`config.mk`:
```
export PLATFORM = sky130hd
export DESIGN_NAME = seq_mul_4b
export DESIGN_NICKNAME = d
export VERILOG_FILES = /design/src/rtl/seq_mul_4b.sv
export SDC_FILE = /design/constraint.sdc
export NUM_CORES = 1
export LEC_CHECK = 0
export CAP_MARGIN = 30
export CELL_PAD_IN_SITES_DETAIL_PLACEMENT = 1
export CELL_PAD_IN_SITES_GLOBAL_PLACEMENT = 1
export CORE_MARGIN = 2
export CORE_UTILIZATION = 39
export CTS_BUF_LIST = sky130_fd_sc_hd__clkbuf_8
export CTS_CLUSTER_SIZE = 10
export DETAILED_ROUTE_END_ITERATION = 10
export HOLD_SLACK_MARGIN = 0.05
export PLACE_DENSITY = 0.95
export SLEW_MARGIN = 5
export SYNTH_ARGS = -nofsm -noshare
export SYNTH_HDL_FRONTEND = slang
export SYNTH_HIERARCHICAL = 1
export SYNTH_SLANG_ARGS = --single-unit
```
`constraint.sdc`:
```
create_clock -name clk -period 4.4 [get_ports clk]
set_input_delay 0.88 -clock clk [delete_from_list [all_inputs] [get_ports clk]]
set_output_delay 0.88 -clock clk [all_outputs]
set_load 0.03 [all_outputs]
```
`src/rtl/seq_mul_4b.sv`:
```
// Sequential 4x4 unsigned multiplier: four shift-add steps through a 4-bit
// carry-lookahead adder, with valid/ready handshakes on both sides.

module cla_add_4b (
    input  logic [3:0] a,
    input  logic [3:0] b,
    input  logic       c_i,
    output logic [3:0] s,
    output logic       c_o
);
    logic [3:0] g_s;
    logic [3:0] p_s;
    logic [4:0] c_s;

    assign g_s    = a & b;
    assign p_s    = a ^ b;
    assign c_s[0] = c_i;
    assign c_s[1] = g_s[0] | (p_s[0] & c_s[0]);
    assign c_s[2] = g_s[1] | (p_s[1] & g_s[0]) | (p_s[1] & p_s[0] & c_s[0]);
    assign c_s[3] = g_s[2] | (p_s[2] & g_s[1]) | (p_s[2] & p_s[1] & g_s[0])
                  | (p_s[2] & p_s[1] & p_s[0] & c_s[0]);
    assign c_s[4] = g_s[3] | (p_s[3] & g_s[2]) | (p_s[3] & p_s[2] & g_s[1])
                  | (p_s[3] & p_s[2] & p_s[1] & g_s[0])
                  | (p_s[3] & p_s[2] & p_s[1] & p_s[0] & c_s[0]);
    assign s      = p_s ^ c_s[3:0];
    assign c_o    = c_s[4];
endmodule

module seq_mul_4b (
    input  logic       clk,
    input  logic       rst,
    input  logic       in_valid,
    output logic       in_ready,
    input  logic [3:0] in_a,
    input  logic [3:0] in_b,
    output logic       out_valid,
    input  logic       out_ready,
    output logic [7:0] out
);
    typedef enum logic [1:0] {
        ST_IDLE = 2'd0,
        ST_CALC = 2'd1,
        ST_DONE = 2'd2
    } state_t;

    state_t     state_q, state_d;
    logic [3:0] mcand_q, mcand_d;
    logic [7:0] acc_q,   acc_d;
    logic [1:0] cnt_q,   cnt_d;
    logic [3:0] sum_s;
    logic       cout_s;

    cla_add_4b u_add (
        .a   (acc_q[7:4]),
        .b   (mcand_q),
        .c_i (1'b0),
        .s   (sum_s),
        .c_o (cout_s)
    );

    // Next-state and datapath: the carry above acc[7] is always zero after a
    // shift, so the adder carry-out lands directly in acc[7].
    always_comb begin
        state_d = state_q;
        mcand_d = mcand_q;
        acc_d   = acc_q;
        cnt_d   = cnt_q;
        case (state_q)
            ST_IDLE: begin
                if (in_valid) begin
                    mcand_d = in_a;
                    acc_d   = {4'h0, in_b};
                    cnt_d   = 2'd0;
                    state_d = ST_CALC;
                end else begin
                    state_d = ST_IDLE;
                end
            end
            ST_CALC: begin
                if (acc_q[0]) begin
                    acc_d = {cout_s, sum_s, acc_q[3:1]};
                end else begin
                    acc_d = {1'b0, acc_q[7:4], acc_q[3:1]};
                end
                cnt_d = cnt_q + 2'd1;
                if (cnt_q == 2'd3) begin
                    state_d = ST_DONE;
                end else begin
                    state_d = ST_CALC;
                end
            end
            ST_DONE: begin
                if (out_ready) begin
                    state_d = ST_IDLE;
                end else begin
                    state_d = ST_DONE;
                end
            end
            default: begin
                state_d = ST_IDLE;
            end
        endcase
    end

    // State and datapath registers with synchronous reset.
    always_ff @(posedge clk) begin
        if (rst) begin
            state_q <= ST_IDLE;
            mcand_q <= 4'h0;
            acc_q   <= 8'h00;
            cnt_q   <= 2'd0;
        end else begin
            state_q <= state_d;
            mcand_q <= mcand_d;
            acc_q   <= acc_d;
            cnt_q   <= cnt_d;
        end
    end

    assign in_ready  = (state_q == ST_IDLE);
    assign out_valid = (state_q == ST_DONE);
    assign out       = acc_q;
endmodule
```
; After elaboration in Yosys (flattened, before gate mapping)
; Cells that the tools add are included.
[totals]
in_bits = 12
register_bits = 16
output_inout_bits = 10
[classes]
bitwise_logic = 18
n_addsub = 1
n_eq_ne = 4
muxes = 9
n_reduce_logical = 4
[ops]
columns = cell, n
row1 = $mux 8, 2
row2 = $pmux 8 s2, 1
row3 = $and 1x1->1, 9
row4 = $xor 4x4->4, 2
row5 = $mux 2, 3
row6 = $or 1x1->1, 6
row7 = $pmux 2 s3, 1
row8 = $and 4x4->4, 1
row9 = $eq 2x2->1 const B, 2
row10 = $pmux 2 s2, 1
row11 = $reduce_and 2->1, 2
row12 = $add 2x1->2 const B, 1
row13 = $eq 2x1->1 const B, 1
row14 = $logic_not 2->1, 1
row15 = $ne 2x2->1 const B, 1
row16 = $reduce_bool 2->1, 1
row17 = $mux 1, 1

; Longest topological paths before layout
; Gate-level depths: netlist of run 1.
[depth]
word_depth = 7
mapped_depth = 7
depth_no_buf = 7

; Hierarchy
; The synthesis of run 1 kept the hierarchy.
[modules_own_cells]
columns = mod, area_each_um2, instances, cells_each
row1 = seq_mul_4b, 706.9, 1, 81
row2 = cla_add_4b, 147.6, 1, 17

; Worst setup path before layout of run 1
; No wires, ideal clock.
[synth_path]
path_type = in2reg
from = input in_valid
to = register acc_q[2], in the netlist out[2]
stages = 4
slack_ps = 2549
t_arrival_ps = 1732
path_buffers = 2
required_ps = 4281
cell_sequence = buf_4 -> or3b_4 -> buf_6 -> o221a_1
[synth_via]
elab_chain_cells = 2
[synth_lines]
columns = element, line
row1 = from (decl), 32  ; input logic in_valid,
row2 = $ne 2x2->1 (no source line), n/a
row3 = $reduce_and 2->1 (no source line), n/a
row4 = to (signal assigned), 110  ; acc_q <= 8'h00;
row5 = to (signal assigned), 115  ; acc_q <= acc_d;
row6 = to (decl), 48  ; logic [7:0] acc_q, acc_d;
; No other way between the ends.
; A chain may end at the register's enable or synchronous reset.

; Final worst setup path of run 1
[layout_path]
from = register state_q[1]
to = output in_ready
[layout_via]
elab_chain_cells = 1
[layout_lines]
columns = element, line
row1 = from (decl), 46  ; state_t state_q, state_d;
row2 = from (signal assigned), 113  ; state_q <= state_d;
row3 = $logic_not 2->1, 120  ; assign in_ready = (state_q == ST_IDLE);
row4 = to (decl), 33  ; output logic in_ready,
; No other way between the ends.

==> results of run 1 <==
## layout by cell type (no fill, tap or decap), types with 2 or more instances in the layout
cell type	Yosys	final
dfxtp_1	16	16
clkbuf_8	0	4
a22oi_1	2	2
inv_1	7	7
a21o_1	3	3
mux2i_1	2	2
a21oi_1	9	9
nor2b_1	2	2
conb_1	1	2
nor4_1	2	2
nand2_1	7	7
ha_1	5	5
nand3_1	7	7
clkdlybuf4s50_1	0	21
xnor2_1	2	2
mux2_2	4	4
nor2_1	11	11
## per-layer routing
metal,global-route usage,up-vias,wire [um]
met1,0.249,357,1030
met3,0.0322,6,66
li1,-,373,-
met2,0.360,20,1170
met4,0.0991,0,46
met5,0,-,0
## logic make-up (layout without fill, tap and decap cells)
family / Yosys count / after routing
compound gates: 21 / 21
xor+xnor: 3 / 3
fa+ha+maj: 6 / 6
buf+inv: 13 / 32
flops: 16 / 16
mux: 6 / 6
other cells: 1 / 2
simple gates: 32 / 32
## through the flow
step                      instance area (um2)  cells  utilization
after floorplan                           858     99            -
after global placement                   1060    141        0.527
after detailed placement                 1060    141        0.527
after CTS                                1120    145        0.554
after global routing                     1120    145        0.554
final                                    1120    145        0.554
## flip-flops by register name, indices dropped and copies added (netlist names)
register,cells
cnt_q,2
mcand_q,4
out,8
state_q,2
## critical path: stages, from the launching register on
cell             delay [ns]
dfxtp_1                0.37
nor2_1                 0.35
clkdlybuf4s50_1        0.75
## report_power, final
group | internal, mW | leakage, nW | total (mW) | switching, mW
registers | 0.152 | 0.131 | 0.160 | 0.00788
logic | 0.0305 | 0.312 | 0.0647 | 0.0342
clock network | 0.0793 | 0.0288 | 0.129 | 0.0496
## area by class of cell
| cell class | count | area (um2) |
|---|---|---|
| Tap cell | 27 | 33.8 |
| Clock buffer | 4 | 55.1 |
| Multi-Input combinational cell | 70 | 474 |
| Fill cell | 239 | 902 |
| Inverter | 7 | 26.3 |
| Sequential cell | 16 | 320 |
| Timing Repair Buffer | 21 | 210 |
## worst min path at each step
stage | slack (ns) | depth (start not counted) | to | start
2_1_floorplan | 0.44 | 2 | mcand_q[1]$_SDFFE_PP0P_ | mcand_q[1]$_SDFFE_PP0P_
3_3_place_gp | 0.46 | 2 | mcand_q[1]$_SDFFE_PP0P_ | mcand_q[1]$_SDFFE_PP0P_
3_5_place_dp | 0.47 | 2 | mcand_q[1]$_SDFFE_PP0P_ | mcand_q[1]$_SDFFE_PP0P_
4_1_cts | 0.48 | 2 | mcand_q[1]$_SDFFE_PP0P_ | mcand_q[1]$_SDFFE_PP0P_
5_1_grt | 0.52 | 2 | mcand_q[1]$_SDFFE_PP0P_ | mcand_q[1]$_SDFFE_PP0P_
6_report | 0.48 | 2 | mcand_q[1]$_SDFFE_PP0P_ | mcand_q[1]$_SDFFE_PP0P_
==> metrics.md, run 1 <==
| Metric | Value |
|---|---|
| Clock slew at reported path FFs | 0.06 ns |
| Count leader, synth | dfxtp_1 |
| Number of flops mapped to enable cells by yosys | 0 |
| Crit path kind | register to output port |
| Most frequent cells after synthesis | dfxtp_1 (16), nor2_1 (11), a21oi_1 (9) |
| Total gr overflow | 0 |
| Status | completed |
| Syn avg cell area | 8.72 um2 |
| FF-to-FF End | out[6]$_SDFFE_PP0P_ |
| Prevailing post-synth register cell | dfxtp_1 |
| RSZ-0062 raised after global routing | false |
| Post-CTS sizing | 0 |
| Num rows | 16 |
| Sink Count | 16 |
| Final count of hold timing violations | 0 |
| DR vias | 756 |
| Share of synthesized area spent on multiplexers | 0.0761 |
| Root buffer cell | clkbuf_8 |
| PortBufs | 21 |
| DRC | 0 |
| Synth top area cells | dfxtp_1 (37%), ha_1 (7.3%), a21oi_1 (5.3%) |
| Final #Nets | 137 |
| Postcts setup bufs | 0 |
| Post-Synth Adder-Cell Area | 0.0966 |
| CTS max path bufs | 2 |
| DR iter-0 viols | 17 |
| Total core area | 2020 um2 |
| Number of global-route vias before repair | 828 |
| Post-synthesis compound-gate area fraction | 0.167 |
| Hold Worst Slack | 0.481 ns |
| Share of synthesized flip-flops with an asynchronous set or reset | 0 |
| H-tree Lvls | 1 |
| Tot GR Track Use | 0.207 |
| Setup violations, final | 0 |
| Tightest Pin Transition | 0.668 ns |
| Crit path from | state_q[1]$_SDFF_PP0_ |
| Starting Density | 0.423 |
| Post-DP HPWL | 1730 um |
| Xor/xnor share of the synthesized area | 0.0307 |
| Largest family of logic cells by synthesized area | simple AND/OR/NAND/NOR gates |
| Vias per inst | 5.21 |
| Register-to-register setup slack | 2.62 ns |
| Layout cells sized above 1 | 0.0847 |
| Hold Crit Class | register to register |
| Distinct cells, synth | 31 |
| Setup_tns | 0 ns |
| Startpoint types | register |
| Hold-fix buffers, CTS | 0 |
| Synth Area in Simple Gates | 0.176 |
| Cell count after synthesis | 98 |
| First-pass GRT wire length | 3910 um |
| Register area share after synthesis | 0.375 |
| Syn-to-layout area delta | 31.0% |
| Tot Pwr | 0.354 mW |
| Die Footprint | 2580 um2 |
| Max Fclk | 0.385 GHz |
| # diodes | 0 |
| Seq cells post-synth | 16 |
| Drt first pass iters | 4 |
| Chip height | 50.8 um |
| CP Max Fanout | 8 |
| Synth top area share | 0.375 |
| Max-slew violations | 0 |
| Static leakage | 0.471 nW |
| Final cycle utilization of the critical path | 0.591 |
| Worst Reg-to-Reg Cells | 7 |
| Die span in x | 50.8 um |
| Pre-CTS setup slack | 1.99 ns |
| Worst reg2reg startpoint | out[6]$_SDFFE_PP0P_ |
| CTS tree | done |
| Final ANT Viol Nets | 0 |
| Synthesized area | 855 um2 |
| Worst rel slew slack | 0.554 |
| Top cell type by total area after synthesis | dfxtp_1 |
| CP Data Arrival Time | 1.72 ns |
| Clk_lat worst skew | 0.25 ns |
| Initial antenna violation count | 0 |
| Clock skew | 0.00350 ns |
| Worst setup margin | 1.80 ns |
| Worst path required time | 3.52 ns |
| Maximum vdd drop | 0.000182 V |
| Fin crit period | 2.60 ns |
| Io pins | 22 |
| Drt total wl | 2310 um |
| CTS Buf Count | 3 |
| RePlAce Congestion | 0.756 |
| Largest net degree at the start of global routing | 17 |
| WL/cell | 15.9 um |
| Syn. warnings | 6 |
| Max_cap viols | 0 |
| Worst Setup End Kind | output port |
| Pwr dens | 316 nW/um2 |
| Critical Path End | in_ready |
No activity file was read; power rests on OpenSTA's default activity.
==> run 2: changes to the inputs <==
Settings changed: CORE_UTILIZATION 39 to 36, PLACE_DENSITY 0.95 to 0.9.
Clock period 4.4 ns to 2.51 ns, I/O delays scaled along.
==> run 2 against run 1 <==
Effect of this change: sequential share of layout area about the same; utilization fell by 5.2 points; sequential power grew 76%; critical path depth stayed put; combinational power rose by 73%; largest cell class unchanged.
==> metrics.md, run 2 (synthesis results as in run 1) <==
| Metric | Value |
|---|---|
| Status | completed |
| CTS max path bufs | 2 |
| Commonest non-fill, non-tap cell in the layout | clkdlybuf4s50_1 |
| First-pass GRT wire length | 3700 um |
| # diodes | 0 |
| Sw Ratio | 0.261 |
| Largest net degree at the start of global routing | 17 |
| Startpoint types | register |
| Num rows | 17 |
| PortBufs | 21 |
| Root buffer cell | clkbuf_8 |
| Hold Crit Class | register to register |
| Clk network pwr share | 0.367 |
| Total core area | 2230 um2 |
| Final ANT Viol Nets | 0 |
| Gate power share | 0.181 |
| Worst path required time | 2.01 ns |
| H-tree Lvls | 1 |
| Drt total wl | 2220 um |
| Io pins | 22 |
| DR vias | 765 |
| Layout cells sized above 1 | 0.0847 |
| Dpl cell area | 1070 um2 |
| DR iter-0 viols | 5 |
| Tot GR Track Use | 0.184 |
| Vias per inst | 5.24 |
| RSZ-0062 raised after global routing | false |
| Post-DP HPWL | 1670 um |
| Clk_lat worst skew | 0.25 ns |
| Clock skew | 0.00315 ns |
| Fin crit period | 2.19 ns |
| Chip height | 52.7 um |
| Maximum vdd drop | 0.000542 V |
| Max-slew violations | 0 |
| Hold-fix buffers, CTS | 0 |
| CTS Buf Count | 3 |
| CP Data Arrival Time | 1.69 ns |
| Max_cap viols | 0 |
| Syn-to-layout area delta | 31.2% |
| Internal power | 0.459 mW |
| Number of flip-flops in the largest register | 8 |
| Number of global-route vias before repair | 816 |
| Tightest Pin Transition | 0.654 ns |
| Filler Cells Inserted | 274 |
| Drt first pass iters | 4 |
| RePlAce Congestion | 0.759 |
| CP Max Fanout | 8 |
| Max Fclk | 0.457 GHz |
| Setup violations, final | 0 |
| Die span in x | 52.7 um |
| Post-CTS sizing | 0 |
| Pwr dens | 555 nW/um2 |
| CTS tree | done |
| Total gr overflow | 0 |
| Final Core Density | 0.502 |
| Sequential share of power | 0.452 |
| Starting Density | 0.383 |
| Crit path kind | register to output port |
| DRC | 0 |
| Final Cell Area | 1120 um2 |
| Pre-CTS setup slack | 0.418 ns |
| Die Footprint | 2780 um2 |
| Commonest cells after routing, fill and taps aside | clkdlybuf4s50_1 (21), dfxtp_1 (16), nor2_1 (11), a21oi_1 (9) |
| Initial antenna violation count | 0 |
| Final cycle utilization of the critical path | 0.871 |
| WL/cell | 15.2 um |
| Switch Pwr | 0.163 mW |
| Worst setup margin | 0.323 ns |
| Sink Count | 16 |
| Worst rel slew slack | 0.563 |
| Final #Nets | 137 |
| Postcts setup bufs | 0 |
| Final count of hold timing violations | 0 |
| Clock slew at reported path FFs | 0.06 ns |
| Setup_tns | 0 ns |
| Static leakage | 0.471 nW |
| Worst Setup End Kind | output port |
[run 2: cell counts in the layout (fill, tap and decap cells not counted)]
No cell type changed its count.
[run 2: routing by layer]
| metal | wire [um] | share of wire | track usage |
|---|---|---|---|
| met4 | 13 | 0.0059 | 0.0256 |
| met1 | 1000 | 0.45 | 0.210 |
| met2 | 1120 | 0.50 | 0.350 |
| met5 | 0 | 0 | 0 |
| met3 | 87 | 0.039 | 0.0429 |
[run 2: power groups by stage]
stage               Combinational, mW  Sequential, mW  Clock [mW]
finish                          0.112           0.281       0.228
global route                    0.123           0.283       0.239
CTS                             0.113           0.281       0.230
detailed placement              0.112           0.286           0
global placement                0.106           0.285           0
floorplan                      0.0603           0.294           0
[run 2: area by class of cell]
cell class,count,area [um2],share of cell area
clock buffer,4,55.1,0.0491
sequential,16,320,0.286
multi-input combinational,70,474,0.423
timing repair buffer,21,210,0.187
inverter,7,26.3,0.0234
tap,28,35.0,0.0312
[run 2: stage by stage]
| stage | instances | total power, mW | hold slack (ns) |
|---|---|---|---|
| detailed placement | 142 | 0.399 | 0.477 |
| floorplan | 99 | 0.354 | 0.440 |
| finish | 146 | 0.622 | 0.485 |
| CTS | 146 | 0.624 | 0.486 |
| global placement | 142 | 0.392 | 0.460 |
| global route | 146 | 0.645 | 0.501 |
[run 2: final timing paths]
kind,start,endpoint,slack [ns],cells after the start
worst max-delay path,state_q[0]$_SDFF_PP0_,in_ready,0.32,2
worst max register to register,out[6]$_SDFFE_PP0P_,out[6]$_SDFFE_PP0P_,0.78,7
worst min-delay path,mcand_q[2]$_SDFFE_PP0P_,mcand_q[2]$_SDFFE_PP0P_,0.49,2
worst min register to register,mcand_q[2]$_SDFFE_PP0P_,mcand_q[2]$_SDFFE_PP0P_,0.49,2
[run 2: critical path, stage by stage (launching register included)]
cell and delay [ns]:
dfxtp_1 0.39, nor2_1 0.30, clkdlybuf4s50_1 0.74
==> run 3: changes to the inputs <==
Settings changed: TNS_END_PERCENT set to 5.
==> results of run 3 <==
Final layout, timing and power as in run 2 (identical DEF).
